**src/rtl/alu_instr_sequencer.sv**
```systemverilog
// Front-end sequencer for the combinational ALU: accepts ARM-style instructions,
// decodes them, checks the condition against held NZCV and runs decode/exec/writeback.
module alu_instr_sequencer #(
  parameter logic [3:0] PC_REG      = 4'd15,
  parameter logic [3:0] FLAGS_RESET = 4'b0000
) (
  input  logic        clk,
  input  logic        rst_n,
  input  logic        instr_valid,
  input  logic [31:0] instr,
  output logic        instr_ready,
  output logic [3:0]  alu_cmd,
  output logic [1:0]  alu_op,
  output logic        alu_valid,
  input  logic [3:0]  alu_flags_in,
  output logic [3:0]  rn_addr,
  output logic [3:0]  rm_addr,
  output logic [3:0]  rd_addr,
  output logic        imm_sel,
  output logic [31:0] imm_value,
  output logic        reg_we,
  output logic [3:0]  flags_q,
  output logic        cond_fail,
  output logic        illegal_instr,
  output logic        busy
);

  typedef enum logic [1:0] {IDLE, DECODE, EXEC, WB} state_t;

  state_t     state_reg;
  logic [7:0] op_cmd_s_reg;  // {op, I, cmd, S} of the captured instruction

  logic [3:0]  cond_f;
  logic [1:0]  op_f;
  logic        i_f;
  logic [3:0]  cmd_f;
  logic [3:0]  rn_f;
  logic [3:0]  rd_f;
  logic [11:0] op2_f;

  assign cond_f = instr[31:28];
  assign op_f   = instr[27:26];
  assign i_f    = instr[25];
  assign cmd_f  = instr[24:21];
  assign rn_f   = instr[19:16];
  assign rd_f   = instr[15:12];
  assign op2_f  = instr[11:0];

  // Rotate the zero-extended imm8 right by twice the 4-bit rotate field.
  function automatic logic [31:0] rotate_imm(input logic [7:0] imm8, input logic [3:0] rot);
    logic [63:0] doubled;
    doubled = {24'd0, imm8, 24'd0, imm8};
    return 32'(doubled >> {rot, 1'b0});
  endfunction

  logic cond_pass_next;
  logic flag_n, flag_z, flag_c, flag_v;
  assign {flag_n, flag_z, flag_c, flag_v} = flags_q;

  always_comb begin
    cond_pass_next = 1'b0;
    case (cond_f)
      4'b0000: cond_pass_next = flag_z;
      4'b0001: cond_pass_next = !flag_z;
      4'b0010: cond_pass_next = flag_c;
      4'b0011: cond_pass_next = !flag_c;
      4'b0100: cond_pass_next = flag_n;
      4'b0101: cond_pass_next = !flag_n;
      4'b0110: cond_pass_next = flag_v;
      4'b0111: cond_pass_next = !flag_v;
      4'b1000: cond_pass_next = flag_c && !flag_z;
      4'b1001: cond_pass_next = !flag_c || flag_z;
      4'b1010: cond_pass_next = (flag_n == flag_v);
      4'b1011: cond_pass_next = (flag_n != flag_v);
      4'b1100: cond_pass_next = !flag_z && (flag_n == flag_v);
      4'b1101: cond_pass_next = flag_z || (flag_n != flag_v);
      4'b1110: cond_pass_next = 1'b1;
      default: cond_pass_next = 1'b0;
    endcase
  end

  logic        legal_cmd_next;
  logic        illegal_next;
  logic [3:0]  alu_cmd_next;
  logic [3:0]  rn_addr_next;
  logic [3:0]  rm_addr_next;
  logic [3:0]  rd_addr_next;
  logic        imm_sel_next;
  logic [31:0] imm_value_next;

  always_comb begin
    legal_cmd_next = 1'b0;
    case (cmd_f)
      4'b0000, 4'b0001, 4'b1100, 4'b0010,
      4'b0011, 4'b0100, 4'b1010: legal_cmd_next = 1'b1;
      default: legal_cmd_next = 1'b0;
    endcase
  end

  always_comb begin
    illegal_next   = 1'b0;
    alu_cmd_next   = cmd_f;
    rn_addr_next   = rn_f;
    rm_addr_next   = 4'd0;
    rd_addr_next   = rd_f;
    imm_sel_next   = 1'b0;
    imm_value_next = 32'd0;
    case (op_f)
      2'b00: begin
        illegal_next = !legal_cmd_next;
        if (i_f) begin
          imm_sel_next   = 1'b1;
          imm_value_next = rotate_imm(op2_f[7:0], op2_f[11:8]);
        end else begin
          rm_addr_next = op2_f[3:0];
        end
      end
      2'b01: begin
        alu_cmd_next   = {instr[23], 3'b000};
        imm_sel_next   = 1'b1;
        imm_value_next = {20'd0, op2_f};
      end
      2'b10: begin
        alu_cmd_next   = 4'b0000;
        rn_addr_next   = PC_REG;
        rd_addr_next   = PC_REG;
        imm_sel_next   = 1'b1;
        imm_value_next = {{6{instr[23]}}, instr[23:0], 2'b00};
      end
      default: illegal_next = 1'b1;
    endcase
  end

  logic ex_is_cmp;
  logic ex_flag_upd;
  assign ex_is_cmp   = (op_cmd_s_reg[7:6] == 2'b00) && (op_cmd_s_reg[4:1] == 4'b1010);
  assign ex_flag_upd = (op_cmd_s_reg[7:6] == 2'b00) && (op_cmd_s_reg[0] || ex_is_cmp);

  always_ff @(posedge clk or negedge rst_n) begin
    if (!rst_n) begin
      state_reg     <= IDLE;
      op_cmd_s_reg  <= 8'd0;
      instr_ready   <= 1'b0;
      alu_cmd       <= 4'd0;
      alu_op        <= 2'd0;
      alu_valid     <= 1'b0;
      rn_addr       <= 4'd0;
      rm_addr       <= 4'd0;
      rd_addr       <= 4'd0;
      imm_sel       <= 1'b0;
      imm_value     <= 32'd0;
      reg_we        <= 1'b0;
      flags_q       <= FLAGS_RESET;
      cond_fail     <= 1'b0;
      illegal_instr <= 1'b0;
      busy          <= 1'b0;
    end else begin
      cond_fail     <= 1'b0;
      illegal_instr <= 1'b0;
      alu_valid     <= 1'b0;
      reg_we        <= 1'b0;
      case (state_reg)
        IDLE: begin
          instr_ready <= 1'b1;
          // Decode is registered at capture so DECODE-cycle outputs are already valid.
          if (instr_valid && instr_ready) begin
            op_cmd_s_reg  <= instr[27:20];
            alu_cmd       <= alu_cmd_next;
            alu_op        <= op_f;
            rn_addr       <= rn_addr_next;
            rm_addr       <= rm_addr_next;
            rd_addr       <= rd_addr_next;
            imm_sel       <= imm_sel_next;
            imm_value     <= imm_value_next;
            cond_fail     <= !cond_pass_next;
            illegal_instr <= cond_pass_next && illegal_next;
            instr_ready   <= 1'b0;
            busy          <= 1'b1;
            state_reg     <= DECODE;
          end
        end
        DECODE: begin
          if (cond_fail || illegal_instr) begin
            instr_ready <= 1'b1;
            busy        <= 1'b0;
            state_reg   <= IDLE;
          end else begin
            alu_valid <= 1'b1;
            state_reg <= EXEC;
          end
        end
        EXEC: begin
          if (ex_flag_upd) begin
            flags_q <= alu_flags_in;
          end
          reg_we    <= !ex_is_cmp;
          state_reg <= WB;
        end
        WB: begin
          instr_ready <= 1'b1;
          busy        <= 1'b0;
          state_reg   <= IDLE;
        end
        default: state_reg <= IDLE;
      endcase
    end
  end

endmodule

```
**config.mk**
```make
export PLATFORM = sky130hd
export DESIGN_NAME = alu_instr_sequencer
export DESIGN_NICKNAME = d
export VERILOG_FILES = /design/src/rtl/alu_instr_sequencer.sv
export SDC_FILE = /design/constraint.sdc
export NUM_CORES = 1
export LEC_CHECK = 0
export BUFFER_PORTS_ARGS = -buffer_cell sky130_fd_sc_hd__buf_2
export CAP_MARGIN = 20
export CELL_PAD_IN_SITES_DETAIL_PLACEMENT = 0
export CELL_PAD_IN_SITES_GLOBAL_PLACEMENT = 1
export CORE_MARGIN = 4
export CORE_UTILIZATION = 42
export CTS_CLUSTER_SIZE = 10
export DETAILED_ROUTE_END_ITERATION = 8
export PLACE_DENSITY_LB_ADDON = 0.1
export SLEW_MARGIN = 20
export SYNTH_ARGS = -nofsm -noshare
export SYNTH_HDL_FRONTEND = slang
export SYNTH_SLANG_ARGS = --single-unit
export TNS_END_PERCENT = 10
```
**constraint.sdc**
```tcl
create_clock -name clk -period 3.55 [get_ports clk]
set_input_delay 0.1775 -clock clk [delete_from_list [all_inputs] [get_ports clk]]
set_output_delay 0.1775 -clock clk [all_outputs]
set_load 0.02 [all_outputs]
```
# After elaboration in Yosys (flattened, before gate mapping)

Cells that the tools add are included.

Register bits after elaboration: 71
Bits of input ports: 39
Output and inout port bits: 61
Word-level logic and storage cells: 104

Equal/unequal tests: 30
Shifts and indexed selects: 1
Muxes and demuxes: 28
Reductions and logical operators: 29

Operators by type and width:

| cell               | number |
|---|---|
| $pmux 32 s3        | 1 |
| $eq 4x4->1 const B | 10 |
| $shr 40x5->32      | 1 |
| $mux 32            | 1 |
| $eq 4x3->1 const B | 5 |
| $eq 4x2->1 const B | 4 |
| $mux 4             | 4 |
| $pmux 1 s15        | 1 |
| $mux 1             | 13 |
| $eq 4x1->1 const B | 2 |
| $logic_not 4->1    | 2 |
| $pmux 2 s4         | 1 |
| $pmux 4 s2         | 1 |
| $logic_not 1->1    | 7 |
| $reduce_or 7->1    | 1 |
| $eq 2x2->1 const B | 3 |
| $logic_and 1x1->1  | 6 |
| $logic_not 2->1    | 3 |
| $pmux 1 s3         | 2 |
| $reduce_and 2->1   | 3 |
| $eq 2x1->1 const B | 2 |
| $logic_or 1x1->1   | 4 |
| $mux 2             | 2 |
| $ne 2x2->1 const B | 2 |
| 6 further kinds    | 7 |

# Logic depth before layout (Yosys ltp)

Word-level depth: 8
Mapped depth: 8
Mapped depth without buffers: 6

# Worst setup path before layout

OpenSTA, ideal clock, no wires.

Path type: reg2reg
Start: register flags_q[3]
End: register cond_fail
Setup time: 0.120 ns
Arrival time: 1.606 ns
Setup slack: 1.823 ns
Cell stages (with the launch flop): 5
Clock period less this slack: 1.727 ns
Path through: dfrtp_1 > or4b_4 > a311oi_2 > a2111oi_2 > and3_2

Longest elaborated chain between the ends: 6
Elaborated cells between the ends (all ways): 9

Ends and longest elaborated chain:

| item                                                  | RTL line | RTL |
|---|---|---|
| from (decl)                                           | 22       | `output logic [3:0] flags_q,` |
| from (signal assigned)                                | 194      | `flags_q <= alu_flags_in;` |
| $ne 1x1->1 or $eq 1x1->1 (tied branches)              | n/a      |  |
| $logic_or 1x1->1 or $logic_and 1x1->1 (tied branches) | 76, 75   |  |
| $pmux 1 s15 *                                         | 62       | `case (cond_f)` |
| $logic_not 1->1 *                                     | 175      | `cond_fail <= !cond_pass_next;` |
| $mux 1 *                                              | 166      | `if (instr_valid && instr_ready) begin` |
| $mux 1 *                                              | 162      | `case (state_reg)` |
| to (signal assigned)                                  | 175      |  |
| to (decl)                                             | 23       | `output logic cond_fail,` |

Mark *: on every way between the ends. The rest lies on a longest branch, timed or not.
A chain may end at the register's enable or synchronous reset.

# Worst setup path in the final report

Start: register state_reg[0]
End: register imm_value[28]

Longest elaborated chain between the ends: 2

Ends and longest elaborated chain:

| item                              | RTL line | RTL |
|---|---|---|
| from (decl)                       | 30       | `state_t state_reg;` |
| from (signal assigned)            | 141      | `state_reg <= IDLE;` |
| from (signal assigned)            | 179      | `state_reg <= DECODE;` |
| from (signal assigned)            | 186      | `state_reg <= IDLE;` |
| $logic_not 2->1                   | 162      |  |
| $reduce_and 2->1 (no source line) | n/a      |  |
| to (signal assigned)              | 174      | `imm_value <= imm_value_next;` |
| to (decl)                         | 20       | `output logic [31:0] imm_value,` |

No other way between the ends.

==> metrics.txt <==
CTS Buf Count 9; area leader, netlist dfrtp_1; DR DRC count 0; finished layout cell area 4430 sq um; total power 3.44 mW; Cell Area, Placed 4180 sq um; DR iter-0 viols 164; P&R area growth vs syn 21.7%; Setup WS pre-CTS 1.41 ns; commonest non-fill, non-tap cell in the layout buf_2; Syn Std Cell Area 3640 sq um; Distinct cells, synth 62; die area 10200 sq um; internal reg-to-reg setup slack 1.43 ns; fin util 53.1%; H-Tree Depth 3; Synth area leaders dfrtp_1, nand2_1, o21ai_0; type of origin of the critical path flop; die width 101 um; Clock Sinks 68; Clock Root Buffer clkbuf_8; syn_nets 432; max reg flops 32; Synth Instances 389; Setup Skew 0.00827 ns; Final Max Slew Viols 0; clock tree from TritonCTS built; WP data arrival 2.41 ns; crit path kind flop to flop; vias in the first global route 3216; RSZ-0062 raised after global routing no; Fin Hold WS 0.0553 ns; synth warn 0; remaining antenna violation count 0; global-route wire length before repair 16.8 mm; starting density of the core 43.6%; Main synth FF type dfrtp_1; Tmin final 2.12 ns; status finished clean; Final Hold Violating Endpoints 0; Port Buf Inserts 99; CP Capture Type flop; max frequency 0.471 GHz; Synth top area share 46.8%; NumNets Final 518; CTS clk-pin slew, worst paths 0.08 ns; Peak VDD IR 0.303 mV; synthesized area per cell 9.36 sq um; FP Rows 33; critical path's top delay family simple AND/OR/NAND/NOR gates; # setup viols final 0; total core area 8340 sq um; fin crit share 59.9%; Slew headroom 44.1%; GPL Wtd Cong 0.881; CTS resizes 0; vias per cell 5.62; Congestion Overflow GR 0; Max Cap Viol 0; share of layout cells above drive strength 1 29.0%; Pleak 2.15 nW; final setup TNS 0 ns; wirelength, routed 10.4 mm; most frequent cells in the layout buf_2, nand2_1, dfrtp_1; Top Ports 100; CP Cell Sequence nand4bb_4 > or2_2 > nor2_1 > a221o_1; Buf/Inv on CP 0; CP max stage delay 0.60 ns; post-route insts no fill 585; worst path required time 3.83 ns; Crit-path slowest cell or2_2; placed insts 568; Total GRT Usage 21.1%; DPL Wire Length 7.69 mm; sequential fraction of the synthesis area 46.8%; WL/cell 17.7 um; Die Ht 101 um; Worst Slack Setup Final 1.43 ns; Max Root-Sink Buffers 2; CP max FO 27; initial antenna violation count 0; PD cells 777 nW/um^2; largest net degree at the start of global routing 55; Clock Latency Late Sink 0.35 ns; Post-synth EDFFs 0; via count 3285; Worst Tran Pin Value 0.839 ns; drt first pass iters 4; FFs w/ async S/R, synth 100%; Seq cells post-synth 68; Hold Path Class primary input to flop; Antenna Cells 0
repair_timing:
action,4_1_cts,5_1_grt
hold endpoints to repair,22,0
buffers inserted,0,0
hold buffers,1,0
worst paths after layout:
check / start / end / cells after the start
setup / recovery: state_reg[0]$_DFFE_PN0P_ / imm_value[28]$_DFFE_PN0P_ / 4
hold / removal: alu_flags_in[0] / flags_q[0]$_DFFE_PN0P_ / 2
setup reg to reg: state_reg[0]$_DFFE_PN0P_ / imm_value[28]$_DFFE_PN0P_ / 4
hold reg to reg: rd_addr[1]$_DFFE_PN0P_ / rd_addr[1]$_DFFE_PN0P_ / 2
max in group asynchronous: rst_n / imm_value[7]$_DFFE_PN0P_ / 3
min in group asynchronous: rst_n / alu_cmd[0]$_DFFE_PN0P_ / 2
Yosys cell counts, drive strengths merged, types with 2 or more instances:
master,instances
nand2,69
dfrtp,68
o21ai,40
nor2,30
clkbuf,16
buf,14
mux2i,11
nand2b,11
a221o,10
a22oi,7
a21oi,6
inv,6
mux2,6
a22o,5
and2,5
nand4b,5
nor3,5
a211oi,4
a21o,4
a221oi,4
a222oi,4
a31oi,4
and3,4
ha,4
o31ai,4
nand3,3
nor2b,3
nor4,3
o22ai,3
nand3b,2
nand4bb,2
o2bb2ai,2
or3,2
or4b,2
xnor2,2
layout make-up:
cell class	instances	area (sq um)
fillers	814	3910
multi-input cells	285	1800
flip-flops and latches	68	1700
repair buffers	105	543
clock buffers	11	151
well taps	105	131
clock inverters	5	83.8
inverters	6	22.5
power breakdown:
group	switching, mW	internal [mW]
Combinational	0.873	0.502
Sequential	0.218	1.10
Clock	0.315	0.435
Total	1.41	2.04
layer usage:
| metal | part of all wire (%) | track usage, % | wire [um] | vias to the layer above |
|---|---|---|---|---|
| li1 | - | - | - | 1589 |
| met1 | 45 | 29.3 | 4690 | 1583 |
| met2 | 47 | 32.8 | 4850 | 103 |
| met3 | 6.9 | 5.12 | 721 | 10 |
| met4 | 1.2 | 5.62 | 126 | 0 |
| met5 | 0 | 0 | 0 | - |
kinds of logic after synthesis:
kind of cell,after synthesis,share of synthesized area [%]
buffers and inverters,36,4.37
adders and majority gates,4,1.38
muxes,17,4.88
and+or+nand+nor,154,21.0
AOI/OAI and AO/OA,108,21.1
xor gates and xnor gates,2,0.481
DFF,68,46.8
worst register-to-register path: stages (launching register included):
cell       delay (ns)
dfrtp_1          0.43
nand4bb_4        0.51
or2_2            0.61
nor2_1           0.32
a221o_1          0.19
(Power assumes the default switching activity.)
